===== config.mk =====
export PLATFORM = sky130hd
export DESIGN_NAME = rv32i_mem_arbiter
export DESIGN_NICKNAME = d
export VERILOG_FILES = /design/src/rtl/rv32i_mem_arbiter.sv
export SDC_FILE = /design/constraint.sdc
export NUM_CORES = 1
export LEC_CHECK = 0
export ABC_CLOCK_PERIOD_IN_PS = 3250
export CORE_AREA = 2 2 389 391
export CTS_CLUSTER_SIZE = 12
export DETAILED_ROUTE_END_ITERATION = 6
export DIE_AREA = 0 0 391 393
export SLEW_MARGIN = 30
export SYNTH_ARGS = -nofsm -noshare
export SYNTH_HDL_FRONTEND = slang
export SYNTH_SLANG_ARGS = --single-unit

===== constraint.sdc =====
create_clock -name clk -period 3.25 [get_ports clk]
set_input_delay 0.325 -clock clk [delete_from_list [all_inputs] [get_ports clk]]
set_output_delay 0.325 -clock clk [all_outputs]
set_load 0.02 [all_outputs]

===== src/rtl/rv32i_mem_arbiter.sv =====
// rtl/rv32i_mem_arbiter.sv - I/D cache miss arbiter onto one burst memory port
// Define RV32I_ARB_RR_EN for round-robin arbitration instead of fixed data-over-instruction priority.
module rv32i_mem_arbiter #(
  parameter int ADDR_W = 32,
  parameter int LINE_W = 256,
  parameter int BEAT_W = 64
) (
  input  logic              clk,
  input  logic              rst_n,
  input  logic              i_read,
  input  logic [ADDR_W-1:0] i_addr,
  output logic [LINE_W-1:0] i_rdata,
  output logic              i_resp,
  input  logic              d_read,
  input  logic              d_write,
  input  logic [ADDR_W-1:0] d_addr,
  input  logic [LINE_W-1:0] d_wdata,
  output logic [LINE_W-1:0] d_rdata,
  output logic              d_resp,
  output logic [ADDR_W-1:0] mem_addr,
  output logic              mem_read,
  output logic              mem_write,
  output logic [BEAT_W-1:0] mem_wdata,
  input  logic [BEAT_W-1:0] mem_rdata,
  input  logic              mem_resp
);

  localparam int BEATS = LINE_W / BEAT_W;
  localparam int CNT_W = $clog2(BEATS);
  localparam int OFF_W = $clog2(LINE_W / 8);
  localparam logic [ADDR_W-1:0] LINE_MASK = {{(ADDR_W-OFF_W){1'b1}}, {OFF_W{1'b0}}};

  localparam logic [2:0] S_IDLE = 3'd0;
  localparam logic [2:0] S_I_RD = 3'd1;
  localparam logic [2:0] S_D_RD = 3'd2;
  localparam logic [2:0] S_D_WR = 3'd3;
  localparam logic [2:0] S_DONE = 3'd4;

  logic [2:0]        state;
  logic [CNT_W-1:0]  beat;
  logic              gnt_d;
  logic [LINE_W-1:0] i_buf;
  logic [LINE_W-1:0] d_buf;
  logic              last_beat;
  logic              pick_d;
  logic [ADDR_W-1:0] sel_addr;

  assign last_beat = (beat == CNT_W'(BEATS - 1));

  // gnt_d doubles as the last-grant record: it only changes on a grant.
`ifdef RV32I_ARB_RR_EN
  assign pick_d = (d_read || d_write) && (!i_read || !gnt_d);
`else
  assign pick_d = d_read || d_write;
`endif

  assign sel_addr = pick_d ? d_addr : i_addr;

  always_ff @(posedge clk or negedge rst_n) begin
    if (!rst_n) begin
      state     <= S_IDLE;
      beat      <= '0;
      gnt_d     <= 1'b0;
      i_buf     <= '0;
      d_buf     <= '0;
      mem_addr  <= '0;
      mem_read  <= 1'b0;
      mem_write <= 1'b0;
    end else begin
      case (state)
        S_IDLE: begin
          if (d_read || d_write || i_read) begin
            gnt_d    <= pick_d;
            beat     <= '0;
            mem_addr <= sel_addr & LINE_MASK;
            if (pick_d && d_write) begin
              state     <= S_D_WR;
              mem_write <= 1'b1;
            end else begin
              state    <= pick_d ? S_D_RD : S_I_RD;
              mem_read <= 1'b1;
            end
          end
        end
        S_I_RD, S_D_RD: begin
          if (mem_resp) begin
            if (state == S_I_RD) i_buf[int'(beat)*BEAT_W +: BEAT_W] <= mem_rdata;
            else                 d_buf[int'(beat)*BEAT_W +: BEAT_W] <= mem_rdata;
            if (last_beat) begin
              beat     <= '0;
              mem_read <= 1'b0;
              state    <= S_DONE;
            end else begin
              beat <= beat + 1'b1;
            end
          end
        end
        S_D_WR: begin
          if (mem_resp) begin
            if (last_beat) begin
              beat      <= '0;
              mem_write <= 1'b0;
              state     <= S_DONE;
            end else begin
              beat <= beat + 1'b1;
            end
          end
        end
        S_DONE:  state <= S_IDLE;
        default: state <= S_IDLE;
      endcase
    end
  end

  assign mem_wdata = (state == S_D_WR) ? d_wdata[int'(beat)*BEAT_W +: BEAT_W] : '0;
  assign i_resp    = (state == S_DONE) && !gnt_d;
  assign d_resp    = (state == S_DONE) && gnt_d;
  assign i_rdata   = i_buf;
  assign d_rdata   = d_buf;

endmodule


==> impl_metrics.py, run 1 <==
metrics = {
    "outcome": {
        "status": "finished, final reports clean",
    },
    "layout": {
        "utilization": 0.259,
        "final_common_cell": "clkdlybuf4s50_1",
        "final_nets": 3019,
        "fillCellCount": 15500,
        "areaGrowthSynthToFinish_pct": 60.4,
        "drive_gt1_frac": 0.262,
        "final_cell_mix": "clkdlybuf4s50_1 (924), dfrtp_1 (545), mux2_2 (436), and2_1 (192), a22o_1 (129)",
    },
    "global_route": {
        "gr-usage-all-layers": 0.144,
        "globalRouteOverflowTotal": 0,
        "grt_start_max_net_pins": 87,
        "grt_pass1_vias": 19100,
        "grt_pass1_wl_mm": 154,
        "antenna_found_initial": 22,
    },
    "worst_setup_path": {
        "arrival_ps": 2820,
        "rr_endpoint": "i_rdata[94]",
        "critPathKind": "register to output port",
        "ff2ff_path_depth": 7,
        "endpoint": "mem_wdata[51]",
        "cp_max_fo": 53,
        "critPathLaunchType": "register",
        "rrSetupSlack_ps": 540,
        "reg2reg_from": "beat[0]",
        "crit_required_ps": 2920,
        "cp-startpoint": "beat[1]",
        "endpoint_kind": "output port",
    },
    "timing": {
        "fin_hold_ws_ps": 315,
        "fmax_mhz": 318,
        "relSlewSlack": 0.318,
        "rsz0062_at_grt": "no",
        "finalSetupTns_ps": 0,
        "final_max_slew_viol_count": 0,
        "layout_setup_ws_ps": 106,
        "finClkSkew_ps": 21.2,
        "fin_crit_sh": 0.967,
        "fin_crit_ps": 3140,
        "finalHoldViolCount": 0,
        "setup_viol": 0,
        "tightest_slew_ps": 1020,
    },
    "pwr": {
        "power.density_mw_per_mm2": 930,
        "ir_drop_uv": 496,
        "p_leak_nw": 17.2,
    },
    "yosys": {
        "synthFlopType": "dfrtp_1",
        "syn_area_per_cell_um2": 15.0,
        "synth_cell_types": 34,
        "postSynthCellCount": 1611,
        "synth_edf_count": 0,
        "synth_seq_area_share": 0.568,
        "synth-seq-cells": 547,
        "netlist_area_mm2": 0.0241,
        "ys_warn_count": 0,
        "async_flop_share": 1.00,
    },
    "floorplan": {
        "fp.dieH_um": 393,
        "pin_count": 1002,
        "fp.dieArea_mm2": 0.154,
        "start_util": 0.161,
        "rows": 142,
        "die-width_um": 391,
        "core_area_mm2": 0.149,
    },
    "drt": {
        "vias_per_cell": 3.97,
        "first_iter_violations": 982,
        "wl_mm": 115,
        "post-route-drc-count": 0,
        "dr_total_vias": 18400,
        "drt-wirelength-per-cell_um": 25.0,
        "dr.pass1.iters": 7,
        "ant_nets": 0,
    },
    "placement": {
        "place_ws_ps": 526,
        "io_buffer_count": 986,
        "gp_congestion": 0.812,
        "hpwlAfterDp_mm": 88.9,
    },
    "clocking": {
        "h-tree-depth": 3,
        "cts_buffers": 66,
        "cts_buffer_depth": 3,
        "cts_root_buf": "clkbuf_16",
        "cts_num_sinks": 547,
        "clkTransAtPathRegs_ps": 60,
        "clock_latency_ps": 650,
        "cts_tree": "built",
    },
    "hold_path": {
        "hp-class": "primary input to asynchronous set/reset pin",
    },
    "run": {
        "cap_viol_max_count": 0,
    },
}
sequential cells by signal (all words and copies together) (netlist names):
register / cells
d_rdata: 256
i_rdata: 256
mem_addr: 27
state: 3
beat: 2
gnt_d: 1
mem_read: 1
mem_write: 1
Yosys cell counts, types with 2 or more instances:
| master | n | area share |
|---|---|---|
| buf_6 | 54 | 0.025 |
| clkbuf_1 | 40 | 0.0062 |
| nand2_2 | 6 | 0.0016 |
| inv_1 | 5 | 0.00078 |
| o2bb2ai_1 | 2 | 0.00073 |
| and2_1 | 192 | 0.050 |
| nand2_1 | 6 | 0.00093 |
| dfrtp_1 | 547 | 0.57 |
| nor2_1 | 7 | 0.0011 |
| mux2_2 | 436 | 0.20 |
| o21ai_0 | 3 | 0.00062 |
| nand3b_1 | 2 | 0.00062 |
| ha_1 | 5 | 0.0026 |
| nor2b_1 | 65 | 0.017 |
| a22o_1 | 129 | 0.047 |
| mux2i_1 | 2 | 0.00083 |
| nor3b_2 | 2 | 0.0010 |
| and4bb_1 | 2 | 0.0010 |
| mux4_2 | 64 | 0.060 |
| buf_2 | 11 | 0.0023 |
| a21oi_1 | 4 | 0.00083 |
| and4b_1 | 2 | 0.00083 |
| buf_4 | 13 | 0.0041 |
| o31ai_1 | 2 | 0.00062 |
power by group:
group / leakage (nW) / internal [mW] / switching [mW]
registers: 7.43 / 9.24 / 1.49
clock network: 1.06 / 4.33 / 3.18
logic: 8.66 / 8.39 / 9.29
stage by stage:
| stage | area [um^2] | cells | total power, mW |
|---|---|---|---|
| after floorplan | 24100 | 1615 | 19.1 |
| after global placement | 36400 | 4496 | 28.7 |
| after detailed placement | 36400 | 4496 | 28.8 |
| after CTS | 38600 | 4612 | 36.5 |
| after global routing | 38600 | 4616 | 37.6 |
| final | 38600 | 4625 | 35.9 |
worst min path at each step:
stage,to,cells after the start,slack [ps]
final,i_rdata[188],2,310
after global routing,mem_addr[30],3,310
after CTS,i_rdata[188],2,260
after detailed placement,i_rdata[188],1,410
after global placement,i_rdata[188],1,400
after floorplan,beat[0],0,30
cells by family after synthesis:
group	after synthesis	share of synthesized area
compound gates	142	0.0503
fa+ha+maj	5	0.00260
buf+inv	124	0.0387
flops	547	0.568
mux	502	0.264
other cells	1	0.000156
simple gates	290	0.0757
area by class of cell:
| class | count | area [um^2] | area share |
|---|---|---|---|
| sequential | 547 | 13700 | 0.354 |
| antenna | 13 | 32.5 | 0.000842 |
| timing repair buffer | 1060 | 10700 | 0.278 |
| inverter | 5 | 18.8 | 0.000486 |
| clock buffer | 92 | 1880 | 0.0486 |
| multi-input combinational | 944 | 9560 | 0.247 |
| tap | 1944 | 2430 | 0.0629 |
| clock inverter | 20 | 287 | 0.00741 |
layer usage:
metal,GRT usage,wire length [um],vias up
met5,0,7,-
met2,0.247,57100,848
met4,0.0468,2990,2
met3,0.0455,10200,141
li1,-,-,7838
met1,0.169,45200,9539
what timing repair did:
item / CTS / global route
resized for setup: 56 / 2
hold buffers: 1 / 0
hold endpoints to repair: 58 / 0
cloned: 1 / 0
buffers inserted: 2 / 0
setup endpoints to repair: 52 / 2
worst max-delay path, cell delays in order (launching register included):
cell	delay [ps]
dfrtp_4	590
buf_16	300
mux4_2	430
nor2b_1	160
clkdlybuf4s50_1	600
(Power assumes the default switching activity.)
==> run 2: changes to the inputs <==
DONT_BUFFER_PORTS = 1   (was not set)
==> run 2 against run 1 <==
Non-clock buffer count shrank 872. Power shrank 16%. Sequential power grew 36%. Fmax grew 3.6%. Wire length shrank 5.1%. Critical path type unchanged. Sequential cell count is the same. Clock skew grew 5.2 ps. Highest routed layer unchanged. Global-route usage shrank 0.91 points. Largest power group is now registers. Worst setup slack gained 110 ps.
==> impl_metrics.py, run 2 (synthesis results as in run 1) <==
metrics = {
    "global_route": {
        "gr-usage-all-layers": 0.135,
        "globalRouteOverflowTotal": 0,
        "antenna_found_initial": 48,
        "grt_pass1_vias": 15900,
        "grt_pass1_wl_mm": 143,
        "grt_start_max_net_pins": 548,
    },
    "worst_setup_path": {
        "ff2ff_path_depth": 6,
        "endpoint_kind": "output port",
        "crit_chain": "buf_12, mux4_2, nor2b_1, buf_4",
        "crit_family": "multiplexers",
        "path_buf_inv": 2,
        "rr_endpoint": "i_rdata[116]",
        "crit_required_ps": 2920,
        "cp_max_fo": 67,
        "arrival_ps": 2710,
        "critPathLaunchType": "register",
        "reg2reg_from": "beat[0]",
        "max_stage_delay_ps": 690,
        "crit_path_top_delay_cell": "mux4_2",
        "rrSetupSlack_ps": 550,
        "critPathKind": "register to output port",
    },
    "drt": {
        "dr.pass1.iters": 5,
        "post-route-drc-count": 0,
        "ant_nets": 0,
        "wl_mm": 110,
        "vias_per_cell": 4.07,
        "first_iter_violations": 873,
        "dr_total_vias": 15300,
        "drt-wirelength-per-cell_um": 29.1,
    },
    "floorplan": {
        "fp.dieArea_mm2": 0.154,
        "start_util": 0.161,
        "pin_count": 1002,
        "rows": 142,
        "fp.dieH_um": 393,
        "die-width_um": 391,
        "core_area_mm2": 0.149,
    },
    "clocking": {
        "cts_buffers": 61,
        "clock_latency_ps": 670,
        "cts_num_sinks": 547,
        "cts_tree": "built",
        "clkTransAtPathRegs_ps": 60,
        "h-tree-depth": 2,
        "cts_root_buf": "clkbuf_16",
        "cts_buffer_depth": 3,
    },
    "timing": {
        "rsz0062_at_grt": "no",
        "finalHoldViolCount": 0,
        "finalSetupTns_ps": 0,
        "final_max_slew_viol_count": 0,
        "setup_viol": 0,
        "fin_hold_ws_ps": 46.8,
        "finClkSkew_ps": 26.4,
        "fin_crit_sh": 0.934,
        "fin_crit_ps": 3040,
        "fmax_mhz": 329,
        "tightest_slew_ps": 765,
        "relSlewSlack": 0.490,
    },
    "layout": {
        "areaGrowthSynthToFinish_pct": 23.8,
        "drive_gt1_frac": 0.378,
        "final_common_cell": "dfrtp_1",
        "final_cell_mix": "dfrtp_1 (545), mux2_2 (436), and2_1 (192), a22o_1 (129), dlygate4sd3_1 (123)",
        "final_nets": 2142,
    },
    "pwr": {
        "ir_drop_uv": 533,
        "p_leak_nw": 13.7,
        "power.density_mw_per_mm2": 1010,
    },
    "placement": {
        "io_buffer_count": 0,
        "hpwlAfterDp_mm": 79.0,
        "gp_congestion": 0.931,
    },
    "hold_path": {
        "min_to": "i_rdata[212]",
        "hp-class": "primary input to register",
        "holdPathStages": 2,
        "worstHoldStart": "mem_rdata[20]",
    },
    "outcome": {
        "status": "finished, final reports clean",
    },
    "run": {
        "cap_viol_max_count": 0,
    },
}
## run 2: changes by cell type in the layout (fill, tap and decap cells not counted), moves of 3 or more
cell | previous run | this run
clkbuf_1 | 13 | 18
dlygate4sd3_1 | 1 | 123
buf_4 | 52 | 48
dlygate4sd2_1 | 51 | 0
clkbuf_16 | 66 | 62
buf_16 | 2 | 5
clkdlybuf4s50_1 | 924 | 0
diode_2 | 13 | 28
buf_12 | 25 | 12
## run 2: worst max-delay path by stage
stage | start | end | cells after the start
floorplan | beat[1] | d_rdata[100] | 9
global placement | beat[0] | d_rdata[119] | 6
detailed placement | beat[0] | i_rdata[109] | 6
CTS | beat[0] | mem_wdata[50] | 4
global route | beat[0] | mem_wdata[50] | 4
finish | beat[0] | mem_wdata[36] | 4
## run 2: power by group
| group | switching (mW) | leakage [nW] | internal (mW) |
|---|---|---|---|
| clock network | 3.02 | 1.01 | 4.17 |
| registers | 5.44 | 7.43 | 9.20 |
| logic | 4.47 | 5.24 | 3.78 |
## run 2: final cells by class
| type | instances | area, um^2 |
|---|---|---|
| Clock inverter | 18 | 268 |
| Sequential cell | 547 | 13700 |
| Fill cell | 15900 | 119000 |
| Antenna cell | 28 | 70.1 |
| Clock buffer | 94 | 1810 |
| Inverter | 5 | 18.8 |
| Timing Repair Buffer | 188 | 1970 |
| Tap cell | 1944 | 2430 |
| Multi-Input combinational cell | 944 | 9570 |
## run 2: metal layers
metal,routed length (um),track usage,vias to the layer above
met5,54,0.00128,-
li1,-,-,6114
met2,52500,0.221,946
met3,11400,0.0497,179
met1,40800,0.155,8097
met4,4830,0.0640,8
## run 2: through the flow
| step | worst slack (ps) | area (um^2) | cells | util | power [mW] |
|---|---|---|---|---|---|
| 2_1_floorplan | 847 | 24100 | 1615 | - | 19.1 |
| 3_3_place_gp | 507 | 26300 | 3500 | 0.176 | 22.5 |
| 3_5_place_dp | 471 | 26300 | 3500 | 0.176 | 22.7 |
| 4_1_cts | 63.7 | 29600 | 3734 | 0.198 | 30.3 |
| 5_1_grt | 94.0 | 29800 | 3759 | 0.200 | 31.5 |
| 6_report | 214 | 29800 | 3768 | 0.200 | 30.1 |
## run 2: what timing repair did
action	CTS	global route
hold endpoints to repair	1062	295
resized for setup	0	0
setup buffers	0	0
hold buffers	122	2
